==> src/rtl/shift_ser_ctrl_if.sv <==
// shift_ser_ctrl_if
// Bundles every signal between the nibble serializer controller, its
// upstream nibble source, the external 4-bit shift register and the
// downstream serial sink.
//   in_valid/in_data/in_dir/in_ready : upstream nibble handshake
//   sr_mode/sr_pin/sr_sin_r/sr_sin_l : control to the shift register
//   sr_q                             : shift register contents
//   ser_ready/ser_out/ser_valid      : downstream serial handshake
//   done                             : one-cycle end-of-frame pulse
// Modport master is the controller; slave is its environment.
interface shift_ser_ctrl_if;
    logic       in_valid;
    logic [3:0] in_data;
    logic       in_dir;
    logic       in_ready;
    logic [1:0] sr_mode;
    logic [3:0] sr_pin;
    logic       sr_sin_r;
    logic       sr_sin_l;
    logic [3:0] sr_q;
    logic       ser_ready;
    logic       ser_out;
    logic       ser_valid;
    logic       done;

    modport master (
        input  in_valid, in_data, in_dir, sr_q, ser_ready,
        output in_ready, sr_mode, sr_pin, sr_sin_r, sr_sin_l,
               ser_out, ser_valid, done
    );

    modport slave (
        output in_valid, in_data, in_dir, sr_q, ser_ready,
        input  in_ready, sr_mode, sr_pin, sr_sin_r, sr_sin_l,
               ser_out, ser_valid, done
    );
endinterface

==> src/rtl/shift_ser_ctrl.sv <==
// shift_ser_ctrl
// Accepts a 4-bit nibble, loads it into an external 4-bit shift register
// and streams it out one bit per accepted serial transfer, LSB-first
// (in_dir=0, shift right) or MSB-first (in_dir=1, shift left), then pulses
// done for one cycle.
// Ports:
//   clk  : rising-edge clock
//   clr  : asynchronous active-high reset (shared with the shift register)
//   bus  : shift_ser_ctrl_if.master, all handshake and shift-register signals
// Configuration:
//   PARITY_EN : when defined, an even-parity bit (XOR of the nibble) is
//               sent after the four data bits.
module shift_ser_ctrl (
    input  logic             clk,
    input  logic             clr,
    shift_ser_ctrl_if.master bus
);

`ifdef PARITY_EN
    typedef enum logic [2:0] {IDLE, LOAD, SHIFT, PAR, DONE} state_t;
`else
    typedef enum logic [2:0] {IDLE, LOAD, SHIFT, DONE} state_t;
`endif

    state_t     state;
    state_t     state_nxt;
    logic [3:0] data_r;
    logic       dir_r;
    logic [1:0] bit_cnt;
    logic [1:0] bit_cnt_nxt;
    logic       capture;

    // State, bit counter and the captured nibble/direction. The capture
    // registers are only written on an IDLE accept, so upstream activity
    // during a frame cannot disturb it.
    always_ff @(posedge clk or posedge clr) begin
        if (clr) begin
            state   <= IDLE;
            bit_cnt <= 2'd0;
            data_r  <= 4'd0;
            dir_r   <= 1'b0;
        end else begin
            state   <= state_nxt;
            bit_cnt <= bit_cnt_nxt;
            if (capture) begin
                data_r <= bus.in_data;
                dir_r  <= bus.in_dir;
            end
        end
    end

    // Next-state and output decode. ser_out is taken straight from the
    // shift register end that is about to leave; holding the register
    // (mode 00) on a stall therefore also holds ser_out. On the last bit
    // the counter is cleared instead of incremented so it never wraps.
    always_comb begin
        state_nxt     = state;
        bit_cnt_nxt   = bit_cnt;
        capture       = 1'b0;
        bus.in_ready  = 1'b0;
        bus.sr_mode   = 2'b00;
        bus.sr_pin    = 4'b0000;
        bus.sr_sin_r  = 1'b0;
        bus.sr_sin_l  = 1'b0;
        bus.ser_out   = 1'b0;
        bus.ser_valid = 1'b0;
        bus.done      = 1'b0;

        case (state)
            IDLE: begin
                bus.in_ready = 1'b1;
                if (bus.in_valid) begin
                    capture   = 1'b1;
                    state_nxt = LOAD;
                end
            end
            LOAD: begin
                bus.sr_mode = 2'b11;
                bus.sr_pin  = data_r;
                bit_cnt_nxt = 2'd0;
                state_nxt   = SHIFT;
            end
            SHIFT: begin
                bus.ser_valid = 1'b1;
                bus.ser_out   = dir_r ? bus.sr_q[3] : bus.sr_q[0];
                if (bus.ser_ready) begin
                    bus.sr_mode = dir_r ? 2'b10 : 2'b01;
                    if (bit_cnt == 2'd3) begin
                        bit_cnt_nxt = 2'd0;
`ifdef PARITY_EN
                        state_nxt   = PAR;
`else
                        state_nxt   = DONE;
`endif
                    end else begin
                        bit_cnt_nxt = bit_cnt + 2'd1;
                    end
                end
            end
`ifdef PARITY_EN
            PAR: begin
                bus.ser_valid = 1'b1;
                bus.ser_out   = ^data_r;
                if (bus.ser_ready) begin
                    state_nxt = DONE;
                end
            end
`endif
            DONE: begin
                bus.done  = 1'b1;
                state_nxt = IDLE;
            end
            default: begin
                state_nxt = IDLE;
            end
        endcase
    end

endmodule

==> src/flat_wrapper.sv <==
// flat-port wrapper written by rule: the top's interface ports become plain ports
module shift_ser_ctrl_flat 
  (clk, clr, bus_in_valid, bus_in_data, bus_in_dir, bus_sr_q, bus_ser_ready, bus_in_ready, bus_sr_mode, bus_sr_pin, bus_sr_sin_r, bus_sr_sin_l, bus_ser_out, bus_ser_valid, bus_done);
  shift_ser_ctrl_if bus_i ();
  input  logic clk;
  input  logic clr;
  input wire logic [$bits(bus_i.in_valid)-1:0] bus_in_valid;
  input wire logic [$bits(bus_i.in_data)-1:0] bus_in_data;
  input wire logic [$bits(bus_i.in_dir)-1:0] bus_in_dir;
  input wire logic [$bits(bus_i.sr_q)-1:0] bus_sr_q;
  input wire logic [$bits(bus_i.ser_ready)-1:0] bus_ser_ready;
  output wire logic [$bits(bus_i.in_ready)-1:0] bus_in_ready;
  output wire logic [$bits(bus_i.sr_mode)-1:0] bus_sr_mode;
  output wire logic [$bits(bus_i.sr_pin)-1:0] bus_sr_pin;
  output wire logic [$bits(bus_i.sr_sin_r)-1:0] bus_sr_sin_r;
  output wire logic [$bits(bus_i.sr_sin_l)-1:0] bus_sr_sin_l;
  output wire logic [$bits(bus_i.ser_out)-1:0] bus_ser_out;
  output wire logic [$bits(bus_i.ser_valid)-1:0] bus_ser_valid;
  output wire logic [$bits(bus_i.done)-1:0] bus_done;
  assign bus_i.in_valid = bus_in_valid;
  assign bus_i.in_data = bus_in_data;
  assign bus_i.in_dir = bus_in_dir;
  assign bus_i.sr_q = bus_sr_q;
  assign bus_i.ser_ready = bus_ser_ready;
  assign bus_in_ready = bus_i.in_ready;
  assign bus_sr_mode = bus_i.sr_mode;
  assign bus_sr_pin = bus_i.sr_pin;
  assign bus_sr_sin_r = bus_i.sr_sin_r;
  assign bus_sr_sin_l = bus_i.sr_sin_l;
  assign bus_ser_out = bus_i.ser_out;
  assign bus_ser_valid = bus_i.ser_valid;
  assign bus_done = bus_i.done;
  shift_ser_ctrl u_core (.clk(clk), .clr(clr), .bus(bus_i));
endmodule
==> config.mk <==
export PLATFORM = sky130hd
export DESIGN_NAME = shift_ser_ctrl_flat
export DESIGN_NICKNAME = d
export VERILOG_FILES = /design/src/rtl/shift_ser_ctrl_if.sv /design/src/rtl/shift_ser_ctrl.sv /design/src/flat_wrapper.sv
export SDC_FILE = /design/constraint.sdc
export NUM_CORES = 1
export LEC_CHECK = 0
export ABC_AREA = 1
export BUFFER_PORTS_ARGS = -buffer_cell sky130_fd_sc_hd__buf_2
export CORE_UTILIZATION = 30
export DETAILED_ROUTE_END_ITERATION = 8
export GPL_TIMING_DRIVEN = 0
export SYNTH_ARGS = -nofsm -noshare
export SYNTH_HDL_FRONTEND = slang
export SYNTH_SLANG_ARGS = --single-unit
==> constraint.sdc <==
create_clock -name clk -period 1.33 [get_ports clk]
set_input_delay 0.0665 -clock clk [delete_from_list [all_inputs] [get_ports clk]]
set_output_delay 0.0665 -clock clk [all_outputs]
set_load 0.005 [all_outputs]
==> impl_metrics.toml <==
[setup_path]
regToRegEndpoint = "u_core.bit_cnt[0]"
cpPeakStageDelay_ns = 0.42
crit_path_top_delay_cell = "dfrtp_1"
worstRegToRegCells = 5
cp.required_ns = 1.26
cp_num_buf_inv = 3
worstReg2RegStart = "u_core.state[1]"
endpoint = "bus_sr_mode[1]"
endpoint_kind = "output port"
crit_arrival_ns = 1.31
start_kind = "flop"
path_max_fanout = 4
worstPathCellList = "inv_2 -> ha_4 -> inv_4 -> a21oi_2 -> buf_2"
path_depth = 5
startpoint = "u_core.state[1]"
critPathTopFamily = "flip-flops"
critical_path_class = "reg -> out"
rrSetupSlack_ns = 0.06

[synthesis]
synth_top_area_cell = "dfrtp_1"
synth_cells = 82
synthMuxAreaShare_pct = 0
synth-compound-area-share_pct = 5.83
synthAdderAreaFrac_pct = 16.7
synth.cell_area_um2 = 601
synth_top_area_share_pct = 37.5
synth-xor-area-share_pct = 0
synth_top_family_by_area = "simple AND/OR/NAND/NOR gates"
synth_seq_cells = 9
syn_avg_cell_area_um2 = 7.32
yosysWarningCount = 0
synth.distinct_cells = 13
synth_area_leaders = "dfrtp_1 (38%), ha_1 (17%), nand2_1 (14%), inv_1 (9.4%), nand3_1 (6.7%)"
seq_area_frac_synth_pct = 37.5
synth-simple-area-share_pct = 26.9

[grt]
gr-usage-met1_pct = 18.5
grt.total_usage_pct = 14.0
grt_pass1_vias = 484
grt_use_met2_pct = 20.6
grt_pass1_wl_um = 2070
grt_start_max_net_pins = 10
busiest_layer = "met2"
grt_antenna_before_repair = 0
use_met3_pct = 3.46
grt_overflow = 0

[cells_and_area]
drive_above_1_share_pct = 46.5
synthToLayoutAreaGrowth_pct = 52.7
layout_commonest_cell = "nand2_1"
final_cell_mix = "nand2_1 (19), buf_2 (18), nand3_1 (8), dfrtp_1 (8)"
antenna_cells = 0
nets = 136

[clock_network]
path_clk_slew_ns = 0.07
clock_latency_ns = 0.27
clockBufferDepth = 2
cts_root_buf = "clkbuf_4"
cts_tree = "done"
htree_num_levels = 1
clock-sinks = 9
numCtsBuffers = 3

[placed_design]
portBuffers = 20
finalWeightedCongestion = 0.745
dp_hpwl_um = 912

[timing]
slew_viol_final = 0
clock.fmax_mhz = 725
layout_setup_ws_ns = -0.0492
tns_ns = -0.0946
fin_crit_ns = 1.38
holdWs_ns = 0.0125
skew_ns = 0.00356
setup_violations = 2
rsz0062_at_grt = "true"
hold_violations = 0
fin_crit_sh_pct = 104

[die]
rows = 15
dieArea_um2 = 2180
die_h_um = 46.7
start_util_pct = 33.3
coreArea_um2 = 1800
die_width_um = 46.7
pin_count = 25

[power]
ir_drop_mv = 1.01
power_mw = 2.04
power_density_nw_per_um2 = 2220
p_int_mw = 1.15
p_leak_nw = 0.513
switching_power_mw = 0.883
power.share.clock_pct = 11.0
switching_share_pct = 43.3
combinationalPowerShare_pct = 64.1
seqPwrFrac_pct = 24.8

[run]
maxCapViolCount = 0

[detailed_routing]
drt-total-wl_um = 1360
dr.first_iter.drc_count = 7
num_vias = 598
wl_per_cell_um = 9.76
drc_errors = 0
drtPass1Iterations = 4
ant_nets = 0
via_per_inst = 4.30

[status]
violations = "setup timing"
status = "finished, violations left"

[worst_hold_path]
worst_hold_path_type = "in -> reg"
hold_depth = 3
[power by group through the flow]
stage	Sequential (mW)	Clock [mW]	Combinational [mW]
final	0.506	0.225	1.31
after global routing	0.521	0.241	1.45
after CTS	0.494	0.232	1.14
after detailed placement	0.507	0	0.820
after global placement	0.501	0	0.806
after floorplan	0.484	0	0.576
[tightest hold or removal path: stages]
cell,delay [ns]
buf_2,0.08
nand3_1,0.05
nand2_1,0.06
[logic make-up (layout without fill, tap and decap cells)]
logic type      Yosys count  count (layout)
simple gates             39              39
buf+inv                  18              49
flops                     9               9
fa+ha+maj                 8               8
compound gates            7               7
other cells               1               2
[synthesized netlist by cell type, drive strengths merged]
cell and number:
a21oi 4, buf 2, conb 1, dfrtp 9, ha 8, inv 16
nand2 23, nand3 8, nand4 1, nor2 7, o21ai 3
[area by class of cell]
class,instances,area (um^2)
Buffer,2,15.0
Clock buffer,4,26.3
Fill cell,183,885
Inverter,16,65.1
Multi-Input combinational cell,56,374
Sequential cell,9,226
Tap cell,25,31.3
Timing Repair Buffer,27,179
[timing repair]
action / 4_1_cts / 5_1_grt
setup buffers: 4 / 2
pin swaps: 2 / 4
cloned: 0 / 0
resized for setup: 18 / 14
endpoints found under the hold margin: 9 / 0
hold buffers: 1 / 0
endpoints found under the setup margin: 10 / 9
[worst min path at each step]
| stage | startpoint | to | slack (ns) |
|---|---|---|---|
| floorplan | clr | u_core.bit_cnt[0] | -0.11 |
| global placement | clr | u_core.data_r[0] | 0.06 |
| detailed placement | clr | u_core.data_r[0] | 0.05 |
| CTS | bus_in_data[3] | u_core.data_r[3] | 0.009 |
| global route | bus_in_data[3] | u_core.data_r[3] | 0.03 |
| finish | bus_in_data[3] | u_core.data_r[3] | 0.01 |
[per-layer routing]
layer	share of wire, %	vias up
li1	-	310
met1	48	265
met3	4.3	5
met2	45	18
met5	0	-
met4	2.2	0
[stage by stage]
step           util (%)  area (um^2)  setup slack (ns)  instances
6_report           50.9          917           -0.0492        139
5_1_grt            50.9          917            -0.112        139
4_1_cts            48.5          873           -0.0430        137
3_5_place_dp       40.8          736          -0.00898        128
3_3_place_gp       40.8          736           -0.0149        128
2_1_floorplan         -          604             0.111         83
[registers in the layout, indices dropped and copies added (netlist names)]
| register | flops |
|---|---|
| u_core.data_r | 4 |
| u_core.bit_cnt | 2 |
| u_core.dir_r | 1 |
| u_core.state | 2 |
(Power assumes the default switching activity.)
